### src/rtl/ball_pkg.sv
// Shared types and default geometry for the ball engine.
// Direction encoding: 1 means "towards larger coordinate" on both axes,
// so RIGHT and DOWN are the positive directions.
package ball_pkg;

  typedef enum logic [1:0] {
    IDLE = 2'd0,
    MOVE = 2'd1,
    HOLD = 2'd2
  } state_t;

  localparam logic DIR_LEFT  = 1'b0;
  localparam logic DIR_RIGHT = 1'b1;
  localparam logic DIR_UP    = 1'b0;
  localparam logic DIR_DOWN  = 1'b1;

  localparam int DEF_COORD_W     = 10;
  localparam int DEF_SCREEN_W    = 640;
  localparam int DEF_SCREEN_H    = 480;
  localparam int DEF_BALL_R      = 4;
  localparam int DEF_PAD_L_X     = 16;
  localparam int DEF_PAD_R_X     = 623;
  localparam int DEF_PAD_HALF    = 24;
  localparam int DEF_SPEED_INIT  = 1;
  localparam int DEF_SPEED_MAX   = 4;
  localparam int DEF_HOLD_FRAMES = 60;

endpackage

### src/rtl/ball_axis.sv
// One motion axis: steps the position by +/-step, clamps at the lower or
// upper limit (lower only checked while moving negative, upper only while
// moving positive), reflects the direction and flags the limit contact.
// Pure combinational; the caller decides whether to commit the result.
module ball_axis
  import ball_pkg::*;
#(
  parameter int W = DEF_COORD_W
) (
  input  logic [W-1:0] pos,
  input  logic         dir,
  input  logic [2:0]   step,
  input  logic [W-1:0] lo,
  input  logic [W-1:0] hi,
  output logic [W-1:0] pos_next,
  output logic         dir_next,
  output logic         limit
);

  logic signed [W:0] cand;
  logic signed [W:0] step_s;
  logic              lo_hit;
  logic              hi_hit;

  // Candidate position in W+1 signed bits so underflow/overflow is visible
  // to the limit compare instead of wrapping.
  always_comb begin
    step_s   = $signed({{(W-2){1'b0}}, step});
    cand     = dir ? ($signed({1'b0, pos}) + step_s)
                   : ($signed({1'b0, pos}) - step_s);
    lo_hit   = (dir == 1'b0) && (cand <= $signed({1'b0, lo}));
    hi_hit   = (dir == 1'b1) && (cand >= $signed({1'b0, hi}));
    limit    = lo_hit | hi_hit;
    pos_next = lo_hit ? lo : (hi_hit ? hi : cand[W-1:0]);
    dir_next = lo_hit ? 1'b1 : (hi_hit ? 1'b0 : dir);
  end

endmodule

### src/rtl/ball_engine.sv
// Pong ball engine: serve from centre, per-frame motion, wall reflection,
// paddle hit/miss detection and a frozen hold period after a miss.
// Optional macro BALL_SPEEDUP_EN: each paddle hit raises the step size up
// to SPEED_MAX; it drops back to SPEED_INIT when a miss starts the hold.
module ball_engine
  import ball_pkg::*;
#(
  parameter int COORD_W     = DEF_COORD_W,
  parameter int SCREEN_W    = DEF_SCREEN_W,
  parameter int SCREEN_H    = DEF_SCREEN_H,
  parameter int BALL_R      = DEF_BALL_R,
  parameter int PAD_L_X     = DEF_PAD_L_X,
  parameter int PAD_R_X     = DEF_PAD_R_X,
  parameter int PAD_HALF    = DEF_PAD_HALF,
  parameter int SPEED_INIT  = DEF_SPEED_INIT,
  parameter int SPEED_MAX   = DEF_SPEED_MAX,
  parameter int HOLD_FRAMES = DEF_HOLD_FRAMES
) (
  input  logic               clk,
  input  logic               reset_n,
  input  logic               frame_tick,
  input  logic               serve,
  input  logic               serve_dir,
  input  logic [COORD_W-1:0] paddle_l_y,
  input  logic [COORD_W-1:0] paddle_r_y,
  output logic [COORD_W-1:0] ball_x,
  output logic [COORD_W-1:0] ball_y,
  output logic               in_play,
  output logic               hit,
  output logic               score_l,
  output logic               score_r,
  output logic [2:0]         speed
);

  localparam logic [COORD_W-1:0] CENTRE_X = COORD_W'(SCREEN_W / 2);
  localparam logic [COORD_W-1:0] CENTRE_Y = COORD_W'(SCREEN_H / 2);
  localparam logic [COORD_W-1:0] X_LO     = COORD_W'(PAD_L_X + BALL_R);
  localparam logic [COORD_W-1:0] X_HI     = COORD_W'(PAD_R_X - BALL_R);
  localparam logic [COORD_W-1:0] Y_LO     = COORD_W'(BALL_R);
  localparam logic [COORD_W-1:0] Y_HI     = COORD_W'(SCREEN_H - 1 - BALL_R);
  localparam int                 HOLD_W   = $clog2(HOLD_FRAMES + 1);
  localparam logic [HOLD_W-1:0]  HOLD_END = HOLD_W'(HOLD_FRAMES - 1);
  localparam logic [2:0]         SPD_INIT = 3'(SPEED_INIT);
`ifdef BALL_SPEEDUP_EN
  localparam logic [2:0]         SPD_MAX  = 3'(SPEED_MAX);
`endif

  state_t              state_reg;
  state_t              state_next;
  logic [COORD_W-1:0]  x_reg;
  logic [COORD_W-1:0]  y_reg;
  logic                dx_reg;
  logic                dy_reg;
  logic                vsel_reg;
  logic [2:0]          speed_reg;
  logic [HOLD_W-1:0]   hold_cnt_reg;
  logic                hit_reg;
  logic                score_l_reg;
  logic                score_r_reg;

  logic [COORD_W-1:0]  x_new;
  logic [COORD_W-1:0]  y_new;
  logic                x_dir_new;
  logic                y_dir_new;
  logic                x_limit;
  logic                y_limit;
  logic [COORD_W-1:0]  pad_y;
  logic signed [COORD_W:0] pad_diff;
  logic signed [COORD_W:0] pad_abs;
  logic                paddle_ok;
  logic                move_tick;
  logic                miss;

  ball_axis #(.W(COORD_W)) u_axis_x (
    .pos      (x_reg),
    .dir      (dx_reg),
    .step     (speed_reg),
    .lo       (X_LO),
    .hi       (X_HI),
    .pos_next (x_new),
    .dir_next (x_dir_new),
    .limit    (x_limit)
  );

  ball_axis #(.W(COORD_W)) u_axis_y (
    .pos      (y_reg),
    .dir      (dy_reg),
    .step     (speed_reg),
    .lo       (Y_LO),
    .hi       (Y_HI),
    .pos_next (y_new),
    .dir_next (y_dir_new),
    .limit    (y_limit)
  );

  // Paddle test against the already wall-clamped y of this tick; the paddle
  // is chosen by the side being approached.
  always_comb begin
    move_tick = (state_reg == MOVE) && frame_tick;
    pad_y     = (dx_reg == DIR_LEFT) ? paddle_l_y : paddle_r_y;
    pad_diff  = $signed({1'b0, y_new}) - $signed({1'b0, pad_y});
    pad_abs   = pad_diff[COORD_W] ? -pad_diff : pad_diff;
    paddle_ok = (pad_abs <= $signed((COORD_W + 1)'(PAD_HALF)));
    miss      = move_tick && x_limit && !paddle_ok;
  end

  // State register.
  always_ff @(posedge clk) begin
    if (!reset_n) state_reg <= IDLE;
    else          state_reg <= state_next;
  end

  // Next-state logic: serve only counts in IDLE, a miss starts the hold.
  always_comb begin
    state_next = state_reg;
    case (state_reg)
      IDLE:    if (serve) state_next = MOVE;
      MOVE:    if (miss) state_next = HOLD;
      HOLD:    if (frame_tick && (hold_cnt_reg == HOLD_END)) state_next = IDLE;
      default: state_next = IDLE;
    endcase
  end

  // State-decoded outputs.
  always_comb begin
    in_play = (state_reg == MOVE);
  end

  // Ball datapath, direction latches, speed, hold counter and event pulses.
  always_ff @(posedge clk) begin
    if (!reset_n) begin
      x_reg        <= CENTRE_X;
      y_reg        <= CENTRE_Y;
      dx_reg       <= DIR_RIGHT;
      dy_reg       <= DIR_UP;
      vsel_reg     <= DIR_UP;
      speed_reg    <= SPD_INIT;
      hold_cnt_reg <= '0;
      hit_reg      <= 1'b0;
      score_l_reg  <= 1'b0;
      score_r_reg  <= 1'b0;
    end else begin
      hit_reg     <= 1'b0;
      score_l_reg <= 1'b0;
      score_r_reg <= 1'b0;
      case (state_reg)
        IDLE: begin
          x_reg <= CENTRE_X;
          y_reg <= CENTRE_Y;
          if (serve) begin
            dx_reg   <= serve_dir;
            dy_reg   <= vsel_reg;
            vsel_reg <= ~vsel_reg;
          end
        end
        MOVE: begin
          if (move_tick) begin
            x_reg  <= x_new;
            y_reg  <= y_new;
            dy_reg <= y_limit ? y_dir_new : dy_reg;
            if (x_limit) begin
              if (paddle_ok) begin
                dx_reg  <= x_dir_new;
                hit_reg <= 1'b1;
`ifdef BALL_SPEEDUP_EN
                if (speed_reg < SPD_MAX) speed_reg <= speed_reg + 3'd1;
`endif
              end else begin
                score_l_reg  <= (dx_reg == DIR_RIGHT);
                score_r_reg  <= (dx_reg == DIR_LEFT);
                hold_cnt_reg <= '0;
`ifdef BALL_SPEEDUP_EN
                speed_reg    <= SPD_INIT;
`endif
              end
            end
          end
        end
        HOLD: begin
          if (frame_tick) begin
            if (hold_cnt_reg == HOLD_END) begin
              hold_cnt_reg <= '0;
              x_reg        <= CENTRE_X;
              y_reg        <= CENTRE_Y;
            end else begin
              hold_cnt_reg <= hold_cnt_reg + 1'b1;
            end
          end
        end
        default: begin
          x_reg <= CENTRE_X;
          y_reg <= CENTRE_Y;
        end
      endcase
    end
  end

  assign ball_x  = x_reg;
  assign ball_y  = y_reg;
  assign hit     = hit_reg;
  assign score_l = score_l_reg;
  assign score_r = score_r_reg;
  assign speed   = speed_reg;

endmodule

### config.mk
export PLATFORM = sky130hd
export DESIGN_NAME = ball_engine
export DESIGN_NICKNAME = d
export VERILOG_FILES = /design/src/rtl/ball_pkg.sv /design/src/rtl/ball_axis.sv /design/src/rtl/ball_engine.sv
export SDC_FILE = /design/constraint.sdc
export NUM_CORES = 1
export LEC_CHECK = 0
export CORE_UTILIZATION = 55
export DETAILED_ROUTE_END_ITERATION = 10
export MAX_ROUTING_LAYER = met4
export PLACE_DENSITY = 0.81
export SETUP_SLACK_MARGIN = 0.05
export SYNTH_ARGS = -nofsm -noshare
export SYNTH_HDL_FRONTEND = slang
export SYNTH_SLANG_ARGS = --single-unit
### constraint.sdc
create_clock -name clk -period 7.19 [get_ports clk]
set_input_delay 1.438 -clock clk [delete_from_list [all_inputs] [get_ports clk]]
set_output_delay 1.438 -clock clk [all_outputs]
set_load 0.01 [all_outputs]
==> impl_metrics.ini <==
[clock_tree]
htree_levels = 2
cts_root_buffer = clkbuf_8
cts_buffer_depth = 2
cts_buffers = 5
insertion_delay_ns = 0.30
cts_resized = 0
cts.sinks = 34
cts_hold_buf = 0
cts_setup_buffers = 0
cts_tree = built
clk_pin_slew_ns = 0.08

[grt]
grt_pass1_wl_mm = 14.9
use_met3_pct = 4.00
grt_usage_pct = 29.4
use_met2_pct = 47.1
busiest_layer = met2
grt_pass1_vias = 3270
global_route.overflow_total = 0
antenna_found_initial = 0
grt_max_degree = 22
use_met1_pct = 37.3

[routing]
drcViolationCount = 0
drt-pass1-iter-count = 5
avgRoutedWirePerCell_um = 16.3
dr_total_vias = 3590
drtIter0Drc = 172
vias_per_cell = 6.32
totalWireLength_mm = 9.27
postRouteAntennaNets = 0

[floorplan]
die_h_um = 82.0
ios = 52
coreArea_um2 = 6060
rows = 28
dieArea_um2 = 6720
start_util_pct = 58.0
die_w_um = 82.0

[worst_setup_path]
crit_type = flip-flop to flip-flop
cp-start-kind = flip-flop
cp_max_fo = 12
cp_data_required_time_ns = 7.39
cp-end-kind = flip-flop
cp.arrival_ns = 6.46

[cells_and_area]
finalNetCount = 553
final_util_pct = 68.9
stdcell_count = 568
antenna_cells = 0
fillers = 501
final_layout_size_suffix_gt1_share_pct = 6.90
areaGrowthSynthToFinish_pct = 18.8

[logic_synthesis]
synth_edf_count = 0
synth.distinct_cells = 72
ys_async_sr_fraction_pct = 0
yosysWarnings = 0
yosys.area.top_type = dfxtp_1
seq_area_frac_synth_pct = 19.4
synthFlopType = dfxtp_1
synthesis.area_um2 = 3520
synthCells = 448
synthTopCellsByArea = dfxtp_1 (19%), ha_1 (12%), a21oi_1 (4.8%)
synth_area_per_cell_um2 = 7.85
ys_ff_latch = 34
synth_top_area_share_pct = 19.4

[timing]
tightest_slew_ns = 0.836
finalSetupViolCount = 0
setup_tns_ns = 0
fmax_mhz = 160
rsz0062_at_grt = false
hold_viol_final = 0
fin_crit_sh_pct = 87.0
slew_viol_final = 0
slew_headroom_pct = 44.2
layout_min_cycle_time_ns = 6.26
skew_ns = 0.00707

[place]
dpl.cell_count = 560
gp_congestion = 0.935
dp_hpwl_mm = 7.13
io_buffers = 48

[pwr]
power.density_nw_per_um2 = 497
peakVddDrop_v = 0.000452
p_leak_nw = 1.74

[hold_path]
hold_path_class = flip-flop to flip-flop

[status]
status = completed

[job]
cap_violations = 0
==> area by class of cell <==
cell class,instances,area [um2],area share [%]
clock buffers,5,68.8,1.65
clock inverters,3,68.8,1.65
repair buffers,49,488,11.7
multi-input cells,382,2700,64.7
well taps,75,93.8,2.25
flip-flops and latches,34,681,16.3
inverters,20,75.1,1.80
==> cell usage after synthesis, types with 4 or more instances <==
library cell / count
mux2i_1: 11
a21oi_1: 34
dfxtp_1: 34
ha_1: 33
a211oi_1: 9
nor2b_1: 4
nand2_1: 32
nor3_1: 13
nand2b_1: 10
or2_2: 7
nand3_1: 13
o21a_1: 8
o2111ai_1: 4
o21ai_0: 29
nor2_1: 38
a22o_1: 6
o211ai_1: 5
o211a_1: 4
and3_1: 6
or3_1: 4
xnor2_1: 10
a21o_1: 13
xor2_1: 7
clkbuf_1: 6
nand4_1: 4
nor4_1: 5
inv_1: 20
a31oi_1: 7
==> kinds of logic (layout without fill, tap and decap cells) <==
group | count (synthesis) | count (layout) | synth area share, %
simple gates | 157 | 157 | 23.3
compound gates | 156 | 156 | 31.7
fa+ha+maj | 36 | 36 | 13.4
flops | 34 | 34 | 19.4
buf+inv | 33 | 77 | 3.91
xor+xnor | 17 | 17 | 4.23
mux | 13 | 13 | 3.77
other cells | 2 | 3 | 0.214
==> final timing paths <==
check	end	cells after the start	slack [ns]	startpoint
hold / removal	ball_x[2]	2	0.48	ball_x[2]
setup reg to reg	state_reg[0]	23	0.93	dy_reg
setup / recovery	state_reg[0]	23	0.93	dy_reg
hold reg to reg	ball_x[2]	2	0.48	ball_x[2]
==> critical path: stages, from the launching register on <==
cell,delay [ns]
dfxtp_1,0.33
inv_1,0.34
ha_1,0.36
a21o_1,0.19
a21oi_1,0.26
o21ai_0,0.18
a211oi_1,0.31
nor3_1,0.12
or3_1,0.45
a22oi_2,0.39
nand2_1,0.13
nand2_1,0.12
ha_1,0.19
inv_1,0.06
fa_1,0.42
and3_1,0.18
or3_4,0.34
and2_1,0.19
nor3_1,0.37
a2111oi_0,0.19
nor4_1,0.36
and3_2,0.31
nor2_2,0.08
a2111oi_4,0.29
==> layout by cell type, fill, tap and decap left out, types with 3 or more instances in the layout <==
cell type / instances
a2111oi_0: 3
a211oi_1: 9
a21o_1: 13
a21oi_1: 34
a22o_1: 6
a31o_2: 3
a31oi_1: 7
a32oi_1: 3
and3_1: 6
and4_1: 3
clkbuf_8: 5
clkdlybuf4s50_1: 48
conb_1: 3
dfxtp_1: 34
fa_1: 3
ha_1: 33
inv_1: 20
mux2i_1: 11
nand2_1: 32
nand2b_1: 10
nand3_1: 13
nand3b_1: 3
nand4_1: 4
nor2_1: 38
nor2b_1: 4
nor3_1: 13
nor4_1: 5
o2111ai_1: 4
o211a_1: 4
o211ai_1: 5
o21a_1: 8
o21ai_0: 29
o22a_1: 3
or2_2: 7
or3_1: 4
xnor2_1: 10
xor2_1: 7
==> where the power goes <==
part	total, mW	internal, mW	switching (mW)
Clock	0.220	0.139	0.0808
Combinational	1.61	0.648	0.963
Sequential	0.245	0.211	0.0337
Total	2.08	0.999	1.08
==> routing by layer <==
| layer | share of wire [%] | vias to the layer above | routed length [um] |
|---|---|---|---|
| li1 | - | 1782 | - |
| met1 | 48 | 1701 | 4430 |
| met2 | 47 | 91 | 4350 |
| met3 | 3.8 | 16 | 349 |
| met4 | 1.6 | 0 | 145 |
| met5 | 0 | - | 0 |
==> through the flow <==
| step | power (mW) | setup slack (ns) | hold slack, ns | cell area [um2] |
|---|---|---|---|---|
| final | 2.08 | 0.932 | 0.478 | 4180 |
| after global routing | 2.26 | 0.500 | 0.503 | 4180 |
| after CTS | 2.05 | 1.04 | 0.481 | 4180 |
| after detailed placement | 1.81 | 1.07 | 0.467 | 4040 |
| after global placement | 1.76 | 1.31 | 0.463 | 4040 |
| after floorplan | 1.49 | 1.79 | 0.455 | 3520 |
Note: power is estimated with default switching activity, not from simulation.
